## src/rtl/veririsc_controller_if.sv

```systemverilog
// Control bus between the VeriRISC sequencer and the rest of the CPU datapath.
// The master side is the controller; the slave side is the IR/ALU/PC/memory logic.
interface veririsc_controller_if;
    logic [2:0] opcode;
    logic       zero;
    logic       sel;
    logic       rd;
    logic       ld_ir;
    logic       inc_pc;
    logic       halt;
    logic       ld_pc;
    logic       data_e;
    logic       ld_ac;
    logic       wr;

    modport master (
        input  opcode, zero,
        output sel, rd, ld_ir, inc_pc, halt, ld_pc, data_e, ld_ac, wr
    );

    modport slave (
        output opcode, zero,
        input  sel, rd, ld_ir, inc_pc, halt, ld_pc, data_e, ld_ac, wr
    );
endinterface

```

## src/rtl/veririsc_controller.sv

```systemverilog
// 8-phase VeriRISC instruction sequencer: steps fetch/execute phases and decodes
// the strobes for address mux, memory, IR, PC and accumulator from phase/opcode/zero.
module veririsc_controller (
    input  logic                  clk,
    input  logic                  rst,
    veririsc_controller_if.master bus
);

    typedef enum logic [2:0] {
        INST_ADDR  = 3'd0,
        INST_FETCH = 3'd1,
        INST_LOAD  = 3'd2,
        IDLE       = 3'd3,
        OP_ADDR    = 3'd4,
        OP_FETCH   = 3'd5,
        ALU_OP     = 3'd6,
        STORE      = 3'd7
    } phase_t;

    localparam logic [2:0] OP_HLT = 3'd0;
    localparam logic [2:0] OP_SKZ = 3'd1;
    localparam logic [2:0] OP_ADD = 3'd2;
    localparam logic [2:0] OP_AND = 3'd3;
    localparam logic [2:0] OP_XOR = 3'd4;
    localparam logic [2:0] OP_LDA = 3'd5;
    localparam logic [2:0] OP_STO = 3'd6;
    localparam logic [2:0] OP_JMP = 3'd7;

    phase_t r_phase;
    phase_t w_phase_nxt;
    logic   r_halted;
    logic   w_halted_nxt;
    logic   w_aluop;
    logic   w_is_sto;
    logic   w_is_jmp;

    always_ff @(posedge clk) begin
        if (rst) begin
            r_phase  <= INST_ADDR;
            r_halted <= 1'b0;
        end else begin
            r_phase  <= w_phase_nxt;
            r_halted <= w_halted_nxt;
        end
    end

    always_comb begin
        w_phase_nxt  = r_phase;
        w_halted_nxt = r_halted;
        w_aluop      = (bus.opcode == OP_ADD) || (bus.opcode == OP_AND) ||
                       (bus.opcode == OP_XOR) || (bus.opcode == OP_LDA);
        w_is_sto     = (bus.opcode == OP_STO);
        w_is_jmp     = (bus.opcode == OP_JMP);
        bus.sel      = 1'b0;
        bus.rd       = 1'b0;
        bus.ld_ir    = 1'b0;
        bus.inc_pc   = 1'b0;
        bus.halt     = 1'b0;
        bus.ld_pc    = 1'b0;
        bus.data_e   = 1'b0;
        bus.ld_ac    = 1'b0;
        bus.wr       = 1'b0;

        if (r_halted) begin
            // Frozen in OP_ADDR; only reset releases the sequencer.
            bus.halt = 1'b1;
        end else begin
            if (r_phase == OP_ADDR && bus.opcode == OP_HLT) begin
                w_halted_nxt = 1'b1;
            end else begin
                w_phase_nxt = phase_t'(r_phase + 3'd1);
            end

            case (r_phase)
                INST_ADDR: begin
                    bus.sel = 1'b1;
                end
                INST_FETCH: begin
                    bus.sel = 1'b1;
                    bus.rd  = 1'b1;
                end
                INST_LOAD, IDLE: begin
                    bus.sel   = 1'b1;
                    bus.rd    = 1'b1;
                    bus.ld_ir = 1'b1;
                end
                OP_ADDR: begin
                    bus.halt   = (bus.opcode == OP_HLT);
                    bus.inc_pc = (bus.opcode != OP_HLT);
                end
                OP_FETCH: begin
                    bus.rd = w_aluop;
                end
                ALU_OP: begin
                    // Skip taken by a second PC increment; data_e starts early for write setup.
                    bus.rd     = w_aluop;
                    bus.inc_pc = (bus.opcode == OP_SKZ) && bus.zero;
                    bus.ld_pc  = w_is_jmp;
                    bus.data_e = w_is_sto;
                end
                STORE: begin
                    bus.rd     = w_aluop;
                    bus.ld_ac  = w_aluop;
                    bus.ld_pc  = w_is_jmp;
                    bus.wr     = w_is_sto;
                    bus.data_e = w_is_sto;
                end
                default: begin
                    bus.sel = 1'b1;
                end
            endcase
        end
    end

endmodule

```

## src/flat_wrapper.sv

```systemverilog
// flat-port wrapper written by rule: the top's interface ports become plain ports
module veririsc_controller_flat 
  (clk, rst, bus_opcode, bus_zero, bus_sel, bus_rd, bus_ld_ir, bus_inc_pc, bus_halt, bus_ld_pc, bus_data_e, bus_ld_ac, bus_wr);
  veririsc_controller_if bus_i ();
  input  logic clk;
  input  logic rst;
  input wire logic [$bits(bus_i.opcode)-1:0] bus_opcode;
  input wire logic [$bits(bus_i.zero)-1:0] bus_zero;
  output wire logic [$bits(bus_i.sel)-1:0] bus_sel;
  output wire logic [$bits(bus_i.rd)-1:0] bus_rd;
  output wire logic [$bits(bus_i.ld_ir)-1:0] bus_ld_ir;
  output wire logic [$bits(bus_i.inc_pc)-1:0] bus_inc_pc;
  output wire logic [$bits(bus_i.halt)-1:0] bus_halt;
  output wire logic [$bits(bus_i.ld_pc)-1:0] bus_ld_pc;
  output wire logic [$bits(bus_i.data_e)-1:0] bus_data_e;
  output wire logic [$bits(bus_i.ld_ac)-1:0] bus_ld_ac;
  output wire logic [$bits(bus_i.wr)-1:0] bus_wr;
  assign bus_i.opcode = bus_opcode;
  assign bus_i.zero = bus_zero;
  assign bus_sel = bus_i.sel;
  assign bus_rd = bus_i.rd;
  assign bus_ld_ir = bus_i.ld_ir;
  assign bus_inc_pc = bus_i.inc_pc;
  assign bus_halt = bus_i.halt;
  assign bus_ld_pc = bus_i.ld_pc;
  assign bus_data_e = bus_i.data_e;
  assign bus_ld_ac = bus_i.ld_ac;
  assign bus_wr = bus_i.wr;
  veririsc_controller u_core (.clk(clk), .rst(rst), .bus(bus_i));
endmodule
```

## config.mk

```make
export PLATFORM = sky130hd
export DESIGN_NAME = veririsc_controller_flat
export DESIGN_NICKNAME = d
export VERILOG_FILES = /design/src/rtl/veririsc_controller_if.sv /design/src/rtl/veririsc_controller.sv /design/src/flat_wrapper.sv
export SDC_FILE = /design/constraint.sdc
export NUM_CORES = 1
export LEC_CHECK = 0
export ABC_AREA = 1
export CORE_AREA = 5 5 42 44
export DETAILED_ROUTE_END_ITERATION = 12
export DIE_AREA = 0 0 47 49
export SETUP_SLACK_MARGIN = 0.3
export SLEW_MARGIN = 20
export SYNTH_ARGS = -nofsm -noshare
export SYNTH_HDL_FRONTEND = slang
export SYNTH_SLANG_ARGS = --single-unit
```

## constraint.sdc

```tcl
create_clock -name clk -period 1.9 [get_ports clk]
set_input_delay 0.38 -clock clk [delete_from_list [all_inputs] [get_ports clk]]
set_output_delay 0.38 -clock clk [all_outputs]
set_load 0.01 [all_outputs]
```

Yosys cells after proc, flatten, opt, wreduce, memory -nomap -nowiden
Cells that the tools add are included.
{ "word_totals": {"reg_bits": 4, "input_bits": 6, "out_inout_bits": 9, "elab_cells": 53} }
{ "op_classes": {"add_sub_neg": 1, "eq_ne": 14, "mux": 20, "bitwise": 2, "reduce_logical": 14} }
{ "op_table": {"columns": ["op", "count"], "rows": [
  ["$eq A3 B3 Y1 const B", 8],
  ["$mux W1", 18],
  ["$eq A3 B2 Y1 const B", 4],
  ["$eq A3 B1 Y1 const B", 2],
  ["$logic_not A3 Y1", 2],
  ["$reduce_or A3 Y1", 2],
  ["$pmux W1 S2", 2],
  ["$reduce_or A2 Y1", 2],
  ["$reduce_or A4 Y1", 1],
  ["$add A3 B1 Y3 const B", 1],
  ["$logic_or A1 B1 Y1", 3],
  ["$reduce_bool A3 Y1", 1],
  ["$logic_and A1 B1 Y1", 2],
  ["$not A1 Y1", 2],
  ["$reduce_and A2 Y1", 1]
]} }

Longest topological paths before layout
{ "logic_depth": {"ltp_word": 6, "ltp_mapped": 8, "ltp_nobuf": 8} }

Least setup slack after synthesis
OpenSTA, ideal clock, no wires.
{ "synth_timing": {"kind": "reg-to-output", "from": "register u_core.r_phase[0]", "to": "output bus_ld_ac", "arrival_time_ns": 1.201, "t_required_ns": 1.520, "path_slack_ns": 0.319, "path_stages_with_launch": 5, "n_path_buf": 0, "path_cell_list": "dfxtp_1 > ha_1 > ha_1 > inv_1 > nor4_1"} }
{ "synth_between": {"elab_chain_len": 3} }
{ "synth_lines": {"columns": ["element", "line", "source"], "rows": [
  ["start, declared", "veririsc_controller.sv:29", "phase_t r_phase;"],
  ["start signal, assigned", "veririsc_controller.sv:42", "r_phase <= w_phase_nxt;"],
  ["$eq A3 B3 Y1", "veririsc_controller.sv:74", "case (r_phase)"],
  ["$mux W1", "veririsc_controller.sv:74", null],
  ["$mux W1", "veririsc_controller.sv:64", "if (r_halted) begin"],
  ["end, declared", "flat_wrapper.sv:16", "output wire logic [$bits(bus_i.ld_ac)-1:0] bus_ld_ac;"]
]} }
No other way between the ends.

Final worst setup path
Same ends and word-level chain as after synthesis.

==> impl_metrics.py <==
metrics = {
    "status": {
        "status": "completed",
    },
    "routing": {
        "wl_per_cell_um": 11.0,
        "routed_wl_um": 1170,
        "postRouteAntennaNets": 0,
        "vias": 482,
        "drt-initial-drc-count": 9,
        "drc": 0,
        "dr.pass1.iters": 4,
        "viasPerCell": 4.55,
    },
    "setup_path": {
        "worstPathMaxFanout": 4,
        "path_common_cell": "ha_4",
        "cp_cell_sequence": "ha_4 -> ha_4 -> inv_2 -> nor4_1 -> buf_2",
        "cp-end-kind": "primary output",
        "crit_required_ps": 1520,
        "crit_path_start_kind": "register",
        "critical_path_class": "register to primary output",
        "arrival_ps": 1370,
        "cp_slowest_cell": "dfxtp_4",
        "critPathMaxStageDelay_ps": 370,
    },
    "timing": {
        "fin_crit_sh_pct": 91.9,
        "setup_ws_ps": 154,
        "finalSetupViolCount": 0,
        "slew_headroom_pct": 85.8,
        "hold_viol_final": 0,
        "drv_slew": 0,
        "worst_pin_slew_ps": 212,
        "clock_skew_ps": 2.37,
        "rsz0062_at_grt": "yes",
        "min_period_ps": 1750,
        "max_freq_ghz": 0.573,
    },
    "floorplanning": {
        "die_area_sq_mm": 0.00230,
        "die_w_um": 47,
        "initial_core_util_pct": 28.9,
        "coreArea_sq_mm": 0.00140,
        "rows": 14,
        "die_h_um": 49,
        "io_pins": 15,
    },
    "global_routing": {
        "grt_antenna_before_repair": 0,
        "grt_pass1_wl_um": 1760,
        "grt_pass1_vias": 437,
        "grt-ovfl-total": 0,
        "grtUsageTotal_pct": 10.4,
        "grt_max_degree": 10,
    },
    "synthesis": {
        "ys.flop_type": "dfxtp_1",
        "ys_types": 15,
        "synth_top_area_share_pct": 19.8,
        "avgSynthCellArea_sq_um": 6.43,
        "ys_seq_area_share_pct": 19.8,
        "synth-edff-count": 0,
        "async_flop_share_pct": 0,
        "synth_area_leader_cell": "dfxtp_1",
        "synthTopCellsByCount": "nand2_1 (13), inv_1 (11), a21oi_1 (8)",
        "synthCells": 63,
        "synth-seq-cells": 4,
        "ys_warn_count": 0,
        "synth_area_leaders": "dfxtp_1 (20%), ha_1 (19%), nand2_1 (12%), inv_1 (10%), a21oi_1 (9.9%)",
        "synth.most_common_cell": "nand2_1",
        "syn-num-nets": 75,
        "synth_area_sq_um": 405,
    },
    "clock_tree": {
        "cts_inserted_buffers": 3,
        "clk_latency_ps": 230,
        "clock-sinks": 4,
        "postCtsHoldBufs": 0,
        "cts_buffer_depth": 2,
        "cts-root-buf": "clkbuf_4",
        "cts_tree": "done",
        "path_clk_slew_ps": 40,
        "h-tree-depth": 1,
    },
    "cells_and_area": {
        "layout-drive-gt1-share_pct": 61.1,
        "insertedDiodeCount": 0,
        "syn2layout_area_growth_pct": 90.1,
        "final_core_util_pct": 55.0,
        "layoutNonFillerInstCount": 106,
        "final_nets": 104,
    },
    "placement": {
        "dp_slack_ps": -351,
        "io_buffer_count": 14,
        "dp_hpwl_um": 818,
        "placed_cells": 101,
        "gp_congestion": 0.779,
    },
    "job": {
        "maxCapViolations": 0,
    },
    "power_and_ir_drop": {
        "ir_worst_vdd_v": 0.000344,
        "powerDensity_mw_per_mm2": 525,
        "leakage_nw": 0.383,
    },
    "worst_hold_path": {
        "min_path_type": "register to register",
    },
}
-- where the power goes --
part           total (mW)  internal, mW  switching (mW)
Clock               0.105        0.0706          0.0343
Combinational       0.194        0.0960          0.0981
Sequential          0.105        0.0939          0.0114
Total               0.404         0.261           0.144
-- flip-flops by register name (all words and copies together) (netlist names) --
name,flops
u_core.r_halted,1
u_core.r_phase,3
-- stage by stage --
stage | hold slack (ps) | setup TNS (ps) | cell area [sq um] | power, mW
5_1_grt | 662 | 0 | 771 | 0.438
3_5_place_dp | 580 | -2090 | 626 | 0.255
6_report | 625 | 0 | 771 | 0.404
3_3_place_gp | 575 | -2110 | 626 | 0.253
2_1_floorplan | 449 | 0 | 405 | 0.179
4_1_cts | 626 | 0 | 686 | 0.377
-- logic make-up (layout without fill, tap and decap cells) --
kind of cell	after synthesis	after routing	synth area share, %
compound gates	9	9	11.1
fa+ha+maj	6	6	18.5
buf+inv	13	40	12.0
flops	4	4	19.8
simple gates	31	31	38.6
-- placed cells by master, fill, tap and decap left out --
master,Yosys,routed
o21ai_2,0,1
nand4_1,1,1
dlygate4sd2_1,0,2
clkdlybuf4s50_1,0,2
nand2_2,1,4
dlymetal6s2s_1,0,1
inv_2,2,7
nand3_1,5,4
nor2_1,6,4
nor2_4,1,4
clkbuf_4,0,3
nand2_1,13,9
inv_1,11,4
a21oi_1,8,6
ha_4,0,6
buf_6,0,3
nand3_4,1,1
inv_4,0,2
buf_2,0,8
nand3_2,0,1
nand2_4,0,1
dfxtp_4,0,1
dfxtp_2,0,3
buf_4,0,8
a21oi_2,0,2
nor4_1,2,2
-- worst max-delay path, delay by kind of cell, from the launching register on --
kind          cells  cell delay (ps)
simple gates      1              210
buf+inv           2              230
flops             1              370
fa+ha+maj         2              330
-- routing by layer --
layer	global-route usage, %	vias up	part of all wire, %
met4	6.91	0	0
met3	1.48	0	5.3
li1	-	259	-
met2	14.9	10	52
met5	0	-	0
met1	13.6	213	43
-- final timing paths --
kind                                   startpoint           endpoint  slack (ps)  depth (start not counted)
worst max-delay path            u_core.r_phase[0]          bus_ld_ac         150                          5
worst min-delay path              u_core.r_halted  u_core.r_phase[2]         620                          3
worst max register to register  u_core.r_phase[0]  u_core.r_phase[1]         580                          9
worst min register to register    u_core.r_halted  u_core.r_phase[2]         620                          3
-- area by class of cell --
| type | instances | area [sq um] |
|---|---|---|
| clock buffers | 3 | 22.5 |
| inverters | 13 | 53.8 |
| flip-flops and latches | 4 | 87.6 |
| well taps | 16 | 20.0 |
| repair buffers | 24 | 184 |
| multi-input cells | 46 | 403 |
| fillers | 141 | 631 |
-- repair_timing --
action / in CTS / in global routing
buffers inserted: 2 / 0
cloned: 0 / 0
endpoints found under the setup margin: 9 / 9
pin swaps: 4 / 9
resized for setup: 62 / 23
(Power assumes the default switching activity.)
